<file path="config.mk">
export PLATFORM = sky130hd
export DESIGN_NAME = fft_chan_sched
export DESIGN_NICKNAME = d
export VERILOG_FILES = /design/src/rtl/fft_sched_pkg.sv /design/src/rtl/rr_arbiter.sv /design/src/rtl/fft_chan_sched.sv
export SDC_FILE = /design/constraint.sdc
export NUM_CORES = 1
export LEC_CHECK = 0
export CELL_PAD_IN_SITES_DETAIL_PLACEMENT = 1
export CELL_PAD_IN_SITES_GLOBAL_PLACEMENT = 2
export CORE_ASPECT_RATIO = 1.75
export CORE_MARGIN = 10
export CORE_UTILIZATION = 18
export CTS_BUF_LIST = sky130_fd_sc_hd__clkbuf_8 sky130_fd_sc_hd__clkbuf_16
export CTS_CLUSTER_DIAMETER = 30
export DETAILED_ROUTE_END_ITERATION = 12
export PLACE_DENSITY_LB_ADDON = 0.12
export SYNTH_ARGS = -nofsm -noshare
export SYNTH_HDL_FRONTEND = slang
export SYNTH_SLANG_ARGS = --single-unit
</file>
<file path="constraint.sdc">
create_clock -name clk -period 6.1 [get_ports clk]
set_clock_uncertainty 0.2 [all_clocks]
set_input_delay 0.61 -clock clk [delete_from_list [all_inputs] [get_ports clk]]
set_output_delay 0.61 -clock clk [all_outputs]
set_load 0.02 [all_outputs]
</file>
<file path="src/rtl/fft_sched_pkg.sv">
// Shared types and stream widths for the FFT channel scheduler.
// The stream widths match the FFT wrapper's input port.
package fft_sched_pkg;

  localparam int IN_AXI_WIDTH  = 32;
  localparam int IN_BYTE_COUNT = IN_AXI_WIDTH / 8;

  typedef enum logic [2:0] {
    ST_IDLE      = 3'd0,
    ST_ARB       = 3'd1,
    ST_GO        = 3'd2,
    ST_LOAD      = 3'd3,
    ST_WAIT_DONE = 3'd4
  } sched_state_t;

endpackage

</file>
<file path="src/rtl/rr_arbiter.sv">
// Round-robin pick of the first requester after i_last_grant, circularly; one-hot out.
// Purely combinational (0 cycles); the caller registers the result.
module rr_arbiter #(
  parameter int NUM_CH = 2
) (
  input  logic [NUM_CH-1:0]         i_req,
  input  logic [$clog2(NUM_CH)-1:0] i_last_grant,
  output logic [NUM_CH-1:0]         o_gnt
);

  localparam int CW = $clog2(NUM_CH);

  logic [CW-1:0] w_idx;

  // Walk from farthest to nearest so the nearest requester is written last and wins.
  always_comb begin
    o_gnt = '0;
    w_idx = '0;
    for (int k = NUM_CH; k >= 1; k--) begin
      w_idx = CW'((int'(i_last_grant) + k) % NUM_CH);
      if (i_req[w_idx]) begin
        o_gnt        = '0;
        o_gnt[w_idx] = 1'b1;
      end
    end
  end

endmodule

</file>
<file path="src/rtl/fft_chan_sched.sv">
// Shares one FFT between NUM_CH requesters: round-robin per frame, go pulse, 0-cycle LOAD mux
// with ready passed only to the granted channel. Optional watchdog: FFT_SCHED_WATCHDOG_EN.
module fft_chan_sched
  import fft_sched_pkg::*;
#(
  parameter int NUM_CH         = 2,
  parameter int FFT_SIZE       = 4096,
  parameter int FRAME_BEATS    = FFT_SIZE,
  parameter int TIMEOUT_CYCLES = 65536
) (
  input  logic                              clk,
  input  logic                              reset,
  input  logic [NUM_CH*IN_AXI_WIDTH-1:0]    s_axis_tdata,
  input  logic [NUM_CH*IN_BYTE_COUNT-1:0]   s_axis_tkeep,
  input  logic [NUM_CH-1:0]                 s_axis_tvalid,
  input  logic [NUM_CH-1:0]                 s_axis_tlast,
  output logic [NUM_CH-1:0]                 s_axis_tready,
  output logic [IN_AXI_WIDTH-1:0]           axis_win2fft_tdata,
  output logic [IN_BYTE_COUNT-1:0]          axis_win2fft_tkeep,
  output logic                              axis_win2fft_tvalid,
  output logic                              axis_win2fft_tlast,
  input  logic                              axis_win2fft_tready,
  output logic                              fft_go,
  input  logic                              fft_busy,
  output logic [$clog2(NUM_CH)-1:0]         cur_chan,
  output logic                              chan_valid,
  output logic                              sched_busy,
  input  logic                              err_clr,
  output logic                              err_len,
  output logic                              err_timeout
);

  localparam int CW = $clog2(NUM_CH);
  localparam int BW = $clog2(FRAME_BEATS + 1);

  if (NUM_CH < 2 || NUM_CH > 8 || FRAME_BEATS < 1 || TIMEOUT_CYCLES < 1) begin : g_bad_params
    $error("fft_chan_sched: NUM_CH must be 2..8, FRAME_BEATS and TIMEOUT_CYCLES >= 1");
  end

  sched_state_t      r_state, w_state_nxt;
  logic [CW-1:0]     r_cur_chan, r_last_grant, w_gnt_idx;
  logic [NUM_CH-1:0] w_gnt;
  logic [BW-1:0]     r_beat;
  logic              r_busy_seen, r_err_len;
  logic              w_hs, w_last_beat, w_in_tlast, w_in_tvalid, w_len_set, w_wd_hit;

  rr_arbiter #(.NUM_CH(NUM_CH)) u_arb (
    .i_req        (s_axis_tvalid),
    .i_last_grant (r_last_grant),
    .o_gnt        (w_gnt)
  );

  always_comb begin
    w_gnt_idx = '0;
    for (int k = 0; k < NUM_CH; k++) begin
      if (w_gnt[k]) w_gnt_idx = CW'(k);
    end
  end

  assign w_in_tvalid = s_axis_tvalid[r_cur_chan];
  assign w_in_tlast  = s_axis_tlast[r_cur_chan];
  assign w_last_beat = (r_beat == BW'(FRAME_BEATS - 1));
  assign w_hs        = (r_state == ST_LOAD) && w_in_tvalid && axis_win2fft_tready;
  // Early tlast and missing tlast on the final beat are both length errors.
  assign w_len_set   = w_hs && (w_in_tlast != w_last_beat);

  always_comb begin
    w_state_nxt         = r_state;
    s_axis_tready       = '0;
    axis_win2fft_tdata  = '0;
    axis_win2fft_tkeep  = '0;
    axis_win2fft_tvalid = 1'b0;
    axis_win2fft_tlast  = 1'b0;
    case (r_state)
      ST_IDLE:      if (|s_axis_tvalid && !fft_busy) w_state_nxt = ST_ARB;
      ST_ARB:       w_state_nxt = (|w_gnt) ? ST_GO : ST_IDLE;
      ST_GO:        w_state_nxt = ST_LOAD;
      ST_LOAD: begin
        axis_win2fft_tdata        = s_axis_tdata[r_cur_chan*IN_AXI_WIDTH +: IN_AXI_WIDTH];
        axis_win2fft_tkeep        = s_axis_tkeep[r_cur_chan*IN_BYTE_COUNT +: IN_BYTE_COUNT];
        axis_win2fft_tvalid       = w_in_tvalid;
        axis_win2fft_tlast        = w_in_tlast | w_last_beat;
        s_axis_tready[r_cur_chan] = axis_win2fft_tready;
        if (w_hs && (w_in_tlast || w_last_beat)) w_state_nxt = ST_WAIT_DONE;
      end
      ST_WAIT_DONE: if (r_busy_seen && !fft_busy) w_state_nxt = ST_IDLE;
      default:      w_state_nxt = ST_IDLE;
    endcase
    if (w_wd_hit) w_state_nxt = ST_IDLE;
  end

  always_ff @(posedge clk or negedge reset) begin
    if (!reset) begin
      r_state      <= ST_IDLE;
      r_cur_chan   <= '0;
      r_last_grant <= CW'(NUM_CH - 1);
      r_beat       <= '0;
      r_busy_seen  <= 1'b0;
      r_err_len    <= 1'b0;
    end else begin
      r_state <= w_state_nxt;
      if (r_state == ST_ARB && |w_gnt) begin
        r_cur_chan   <= w_gnt_idx;
        r_last_grant <= w_gnt_idx;
      end
      if (r_state == ST_ARB) begin
        r_beat      <= '0;
        r_busy_seen <= 1'b0;
      end else begin
        if (w_hs) r_beat <= r_beat + 1'b1;
        if ((r_state == ST_LOAD || r_state == ST_WAIT_DONE) && fft_busy) r_busy_seen <= 1'b1;
      end
      if (w_len_set)    r_err_len <= 1'b1;
      else if (err_clr) r_err_len <= 1'b0;
    end
  end

`ifdef FFT_SCHED_WATCHDOG_EN
  logic [31:0] r_wd_cnt;
  logic        r_err_to;

  assign w_wd_hit = (r_state == ST_LOAD || r_state == ST_WAIT_DONE) &&
                    (r_wd_cnt == 32'(TIMEOUT_CYCLES - 1));

  always_ff @(posedge clk or negedge reset) begin
    if (!reset) begin
      r_wd_cnt <= '0;
      r_err_to <= 1'b0;
    end else begin
      if (w_state_nxt != r_state || w_hs)                     r_wd_cnt <= '0;
      else if (r_state == ST_LOAD || r_state == ST_WAIT_DONE) r_wd_cnt <= r_wd_cnt + 32'd1;
      if (w_wd_hit)     r_err_to <= 1'b1;
      else if (err_clr) r_err_to <= 1'b0;
    end
  end

  assign err_timeout = r_err_to;
`else
  assign w_wd_hit    = 1'b0;
  assign err_timeout = 1'b0;
`endif

  assign fft_go     = (r_state == ST_GO);
  assign chan_valid = (r_state == ST_GO) || (r_state == ST_LOAD) || (r_state == ST_WAIT_DONE);
  assign sched_busy = (r_state != ST_IDLE);
  assign cur_chan   = r_cur_chan;
  assign err_len    = r_err_len;

endmodule

</file>
==> impl_metrics.yaml, run 1 <==
setup_path:
  worst-path-stages: 7
  ff2ff_path_depth: 4
  path_common_cell: "ha_1"
  worst_ep_required_time_ns: 5.29
  slowest_delay_ns: 0.66
  timing.rr.end: "r_beat[9]"
  critPathSlowestCell: "clkdlybuf4s50_1"
  regToRegSetupSlack_ns: 3.52
  path_cells: "ha_1 -> nand4_1 -> nor4_1 -> nand2_1 -> ha_1 -> nor2_1 -> clkdlybuf4s50_1"
  path_class: "reg -> out"
  reg2reg_from: "r_state[2]"
  critPathCaptureType: "primary output"
  startpoint_type: "flip-flop"
  cp_num_buf_inv: 1
  cp_top_family: "simple AND/OR/NAND/NOR gates"
  cp_data_arrival_time_ns: 2.59
  crit_fanout: 5
placed_design:
  pre_cts_ws_ns: 2.76
  place.gp.congestion: 0.813
  io_buffers: 125
  dp_hpwl_um: 6520
clocking:
  hold_buffers: 0
  cts_resized: 0
  cts_tree: "done"
  cts_buffer_depth: 2
  cts_setup_buffers: 0
  clkLatencyLatePin_ns: 0.26
  cts_htree_levels: 1
  clkSinkCount: 20
  clk_pin_slew_worst_paths_ns: 0.06
  cts_buffers: 3
  clockRootBuffer: "clkbuf_16"
cells_and_area:
  syn2layout_area_growth_pct: 88.1
  final_util_pct: 34.7
  diodes: 0
  final_layout_size_suffix_gt1_share_pct: 4.32
  mostFrequentLayoutCell: "clkdlybuf4s50_1"
  mostFrequentLayoutCells: "clkdlybuf4s50_1 (125), nor2_1 (52), mux2i_1 (39)"
  fin_nets: 408
timing:
  finalMaxSlewViolations: 0
  tns_ns: 0
  hold_violations: 0
  relSlewSlack_pct: 34.2
  worstMarginPinSlew_ns: 0.985
  fin_crit_ns: 3.40
  rsz0062_at_grt: "no"
  post-route-period-util_pct: 55.7
  setup_violations: 0
  setup_ws_ns: 2.70
  fmax_ghz: 0.295
hold_path:
  hold_path_class: "reg -> reg"
  min_to: "err_len"
  holdPathStages: 2
  min_from: "err_len"
drt:
  drt-initial-drc-count: 18
  routed_wl_um: 7950
  drtAntennaViolNets: 0
  vias: 1973
  drc: 0
  via_per_inst: 4.44
  wire_per_inst_um: 17.9
  firstDrtPassIters: 4
power:
  finalPower_uw: 1290
  p_per_area_nw_per_um2: 412
  p_leak_uw: 0.00125
  max-vdd-ir-drop_mv: 0.198
synth:
  yosysSeqAreaShare_pct: 30.1
  syn_avg_cell_area_sq_um: 7.97
  synth_cell_types: 36
  syn_nets: 292
  syn_inst: 209
  syn_area_sq_um: 1670
  synth_warnings: 0
  synth_seq_cells: 20
global_route:
  overflow: 0
  antenna_found_initial: 0
  track_usage_pct: 11.2
  grt_pass1_vias: 2028
  grt_pass1_wl_um: 12200
  grt_max_degree: 42
floorplanning:
  dieArea_sq_um: 13700
  io_pins: 127
  core-area_sq_um: 9040
  rows: 46
  start_util_pct: 18.4
  die_h_um: 147
  dieWidth_um: 92.7
job:
  maxCapViolations: 0
run_status:
  run_status: "complete, no violations"
## logic make-up after synthesis
logic type,Yosys count,share of synthesized area [%]
flops,20,30.1
xor+xnor,7,3.68
fa+ha+maj,2,1.50
other cells,1,0.225
buf+inv,22,5.26
simple gates,94,26.1
mux,41,24.8
compound gates,22,8.27
## Yosys cell counts (all sizes together)
| master | count | area share, % |
|---|---|---|
| nor2 | 52 | 12 |
| a31o | 1 | 0.53 |
| a22oi | 1 | 0.45 |
| dfstp | 1 | 1.6 |
| nand4b | 1 | 0.53 |
| or3 | 3 | 1.1 |
| o31ai | 1 | 0.45 |
| ha | 2 | 1.5 |
| a31oi | 1 | 0.38 |
| buf | 2 | 0.75 |
| conb | 1 | 0.23 |
| a211o | 1 | 0.53 |
| nor4 | 5 | 1.9 |
| clkbuf | 15 | 3.4 |
| nor2b | 5 | 1.9 |
| nand4 | 4 | 1.5 |
| nor3 | 3 | 0.90 |
| nand3 | 5 | 1.5 |
| a21oi | 7 | 2.1 |
| inv | 5 | 1.1 |
| nor3b | 2 | 0.90 |
| a32o | 1 | 0.60 |
| xnor2 | 5 | 2.6 |
| nand2b | 1 | 0.38 |
| o21a | 1 | 0.45 |
| or4 | 1 | 0.68 |
| nand4bb | 1 | 0.68 |
| nand2 | 11 | 2.5 |
| o32ai | 1 | 0.53 |
| dfrtp | 19 | 29 |
| mux2i | 39 | 23 |
| o21ai | 6 | 1.8 |
| xor2 | 2 | 1.1 |
| mux2 | 2 | 1.4 |
| a21o | 1 | 0.45 |
## layout make-up
class                   instances  area (sq um)
multi-input cells             167          1080
fillers                      1102          5900
well taps                     120           150
clock inverters                 1          30.0
repair buffers                128          1270
flip-flops and latches         20           503
inverters                       5          18.8
clock buffers                   3          75.1
## worst max-delay path by stage
stage	from	to	slack, ns
2_1_floorplan	cur_chan	axis_win2fft_tlast	3.63
3_3_place_gp	s_axis_tvalid[0]	axis_win2fft_tvalid	2.80
3_5_place_dp	s_axis_tvalid[1]	axis_win2fft_tvalid	2.76
4_1_cts	r_beat[0]	axis_win2fft_tlast	2.65
5_1_grt	r_beat[0]	axis_win2fft_tlast	2.44
6_report	r_beat[0]	axis_win2fft_tlast	2.70
## worst reg2reg max path, stage by stage (launching register included)
cell and delay (ns):
dfrtp_1 0.53, nand4b_1 0.57, or4_4 0.73, or3_1 0.32, a21oi_1 0.15
## power breakdown
part / switching [uW] / internal [uW]
logic: 478 / 417
registers: 44.9 / 163
clock network: 55.5 / 130
## registers in the layout, summed over array words and instances (netlist names)
| register | cells |
|---|---|
| r_last_grant | 1 |
| cur_chan | 1 |
| r_busy_seen | 1 |
| r_state | 3 |
| err_len | 1 |
| r_beat | 13 |
## layer usage
metal / GRT usage [%] / wire length (um) / vias up
li1: - / - / 950
met4: 3.26 / 88 / 0
met1: 14.7 / 3800 / 918
met5: 0 / 0 / -
met2: 17.2 / 3380 / 100
met3: 3.37 / 687 / 5
## stage by stage
stage               instances  hold WS (ns)  area [sq um]
detailed placement        440         0.328          3030
finish                    444         0.327          3130
floorplan                 209         0.114          1670
CTS                       444         0.338          3130
global route              444         0.369          3130
global placement          440         0.319          3030
No activity file was read; power rests on OpenSTA's default activity.
==> inputs of run 2 (changes only) <==
--- a/config.mk
+++ b/config.mk
@@ -9,7 +9,7 @@
 export CELL_PAD_IN_SITES_GLOBAL_PLACEMENT = 2
 export CORE_ASPECT_RATIO = 1.75
 export CORE_MARGIN = 10
-export CORE_UTILIZATION = 18
+export CORE_UTILIZATION = 15
 export CTS_BUF_LIST = sky130_fd_sc_hd__clkbuf_8 sky130_fd_sc_hd__clkbuf_16
 export CTS_CLUSTER_DIAMETER = 30
 export DETAILED_ROUTE_END_ITERATION = 12
==> constraint.sdc (replaced) <==
create_clock -name clk -period 2.9 [get_ports clk]
set_clock_uncertainty 0.2 [all_clocks]
set_input_delay 0.29 -clock clk [delete_from_list [all_inputs] [get_ports clk]]
set_output_delay 0.29 -clock clk [all_outputs]
set_load 0.02 [all_outputs]
==> run 2 against run 1 <==
  * Register-to-register slack worse by 3.2 ns
  * Via count up 2.3%
  * Cell area is 2.0% higher
  * Global-route usage decreased by 1.8 points
  * Combinational power up 120%
  * Critical path type unchanged
  * Highest routed layer unchanged
==> impl_metrics.yaml, run 2 (synthesis results as in run 1) <==
power:
  finalPower_uw: 2690
  p_per_area_nw_per_um2: 842
  p_leak_uw: 0.00128
  max-vdd-ir-drop_mv: 0.596
placed_design:
  io_buffers: 125
  place.gp.congestion: 0.748
  placed_area_sq_um: 3100
  dp_hpwl_um: 6620
drt:
  drc: 0
  routed.top_layer: "met4"
  met1_length_um: 3780
  via_per_inst: 4.38
  drt-initial-drc-count: 23
  drtAntennaViolNets: 0
  wire_per_inst_um: 17.6
  wl_met3_um: 711
  routed_wl_um: 8120
  firstDrtPassIters: 4
  vias: 2018
  wl_met2_um: 3540
timing:
  setup_violations: 0
  relSlewSlack_pct: 55.0
  hold_violations: 0
  post-route-period-util_pct: 90.1
  rsz0062_at_grt: "no"
  fmax_ghz: 0.383
  tns_ns: 0
  worstMarginPinSlew_ns: 0.656
  fin_crit_ns: 2.61
  finalMaxSlewViolations: 0
floorplanning:
  core-area_sq_um: 10800
  io_pins: 127
  dieWidth_um: 99.7
  dieArea_sq_um: 15900
  start_util_pct: 15.5
  rows: 50
  die_h_um: 159
cells_and_area:
  top_regs: "r_beat (13), r_state (3)"
  diodes: 0
  top_register: "r_beat"
  nFillCells: 1301
  syn2layout_area_growth_pct: 91.8
  mostFrequentLayoutCell: "clkdlybuf4s50_1"
  final_layout_size_suffix_gt1_share_pct: 6.95
  largest_reg_flops: 13
  mostFrequentLayoutCells: "clkdlybuf4s50_1 (124), nor2_1 (52), mux2i_1 (39)"
  finalInstanceArea_sq_um: 3190
  final_util_pct: 29.7
  fin_nets: 415
clocking:
  cts_buffer_depth: 2
  clockRootBuffer: "clkbuf_16"
  cts_buffers: 3
  clk_pin_slew_worst_paths_ns: 0.06
  clkSinkCount: 20
  cts_tree: "done"
  clkLatencyLatePin_ns: 0.26
  cts_htree_levels: 1
global_route:
  antenna_found_initial: 0
  track_usage_pct: 9.47
  grt_pass1_wl_um: 12200
  overflow: 0
  grt_pass1_vias: 2056
  grt_max_degree: 39
job:
  maxCapViolations: 0
hold_path:
  hold_path_class: "in -> async"
setup_path:
  reg2reg_from: "r_beat[0]"
  cp-startpoint: "r_beat[0]"
  startpoint_type: "flip-flop"
  cp_data_arrival_time_ns: 2.12
  crit_fanout: 5
  path_class: "reg -> out"
  critPathCaptureType: "primary output"
  worst_ep_required_time_ns: 2.41
run_status:
  run_status: "complete, no violations"
run 2: cell types whose count changed in the layout (fill, tap and decap cells not counted):
cell             change
clkbuf_8             +1
clkdlybuf4s50_1      -1
buf_12               +1
buf_4                +6
clkbuf_2             +1
nor4_1               -1
nor4_2               +1
bufinv_16            -1
run 2: routing by layer:
metal,GRT usage [%],up-vias
li1,-,961
met1,12.2,948
met2,14.7,105
met3,3.08,4
met4,2.55,0
met5,0,-
run 2: what timing repair did:
item                                    4_1_cts  5_1_grt
buffers inserted                              0        0
hold buffers                                  0        0
endpoints found under the setup margin        1        1
gates resized for setup                       2        2
run 2: critical path, stage by stage (launching register included):
cell and delay [ns]:
dfrtp_1 0.44, ha_1 0.22, nand4_1 0.16, nor4_2 0.31, buf_4 0.18, nand2_1 0.05
ha_1 0.19, nor2_1 0.11, clkbuf_2 0.20
run 2: path summary, 6_finish.rpt:
path | to | slack, ns | cells past startpoint
max | axis_win2fft_tlast | 0.29 | 8
min | r_beat[9] | 0.19 | 2
max reg2reg | r_state[0] | 0.34 | 9
min reg2reg | r_last_grant | 0.33 | 2
max in group asynchronous | r_last_grant | 2.03 | 2
min in group clk | r_last_grant | 0.33 | 2
run 2: power by group:
group / switching (uW) / internal [uW] / total (uW)
clock: 111 / 211 / 322
combinational: 1040 / 909 / 1950
sequential: 80.3 / 343 / 423
run 2: area by class of cell:
type | count | area (sq um) | area share, %
multi-input cells | 167 | 1090 | 34.0
flip-flops and latches | 20 | 503 | 15.7
inverters | 5 | 18.8 | 0.588
repair buffers | 135 | 1330 | 41.8
well taps | 130 | 163 | 5.09
clock buffers | 4 | 88.8 | 2.78
run 2: metrics by stage:
step	setup slack [ns]	cells	hold WS [ns]
CTS	0.136	461	0.209
floorplan	0.746	209	-0.206
global route	0.132	461	0.227
finish	0.286	461	0.190
global placement	0.127	457	0.319
detailed placement	0.0977	457	0.323
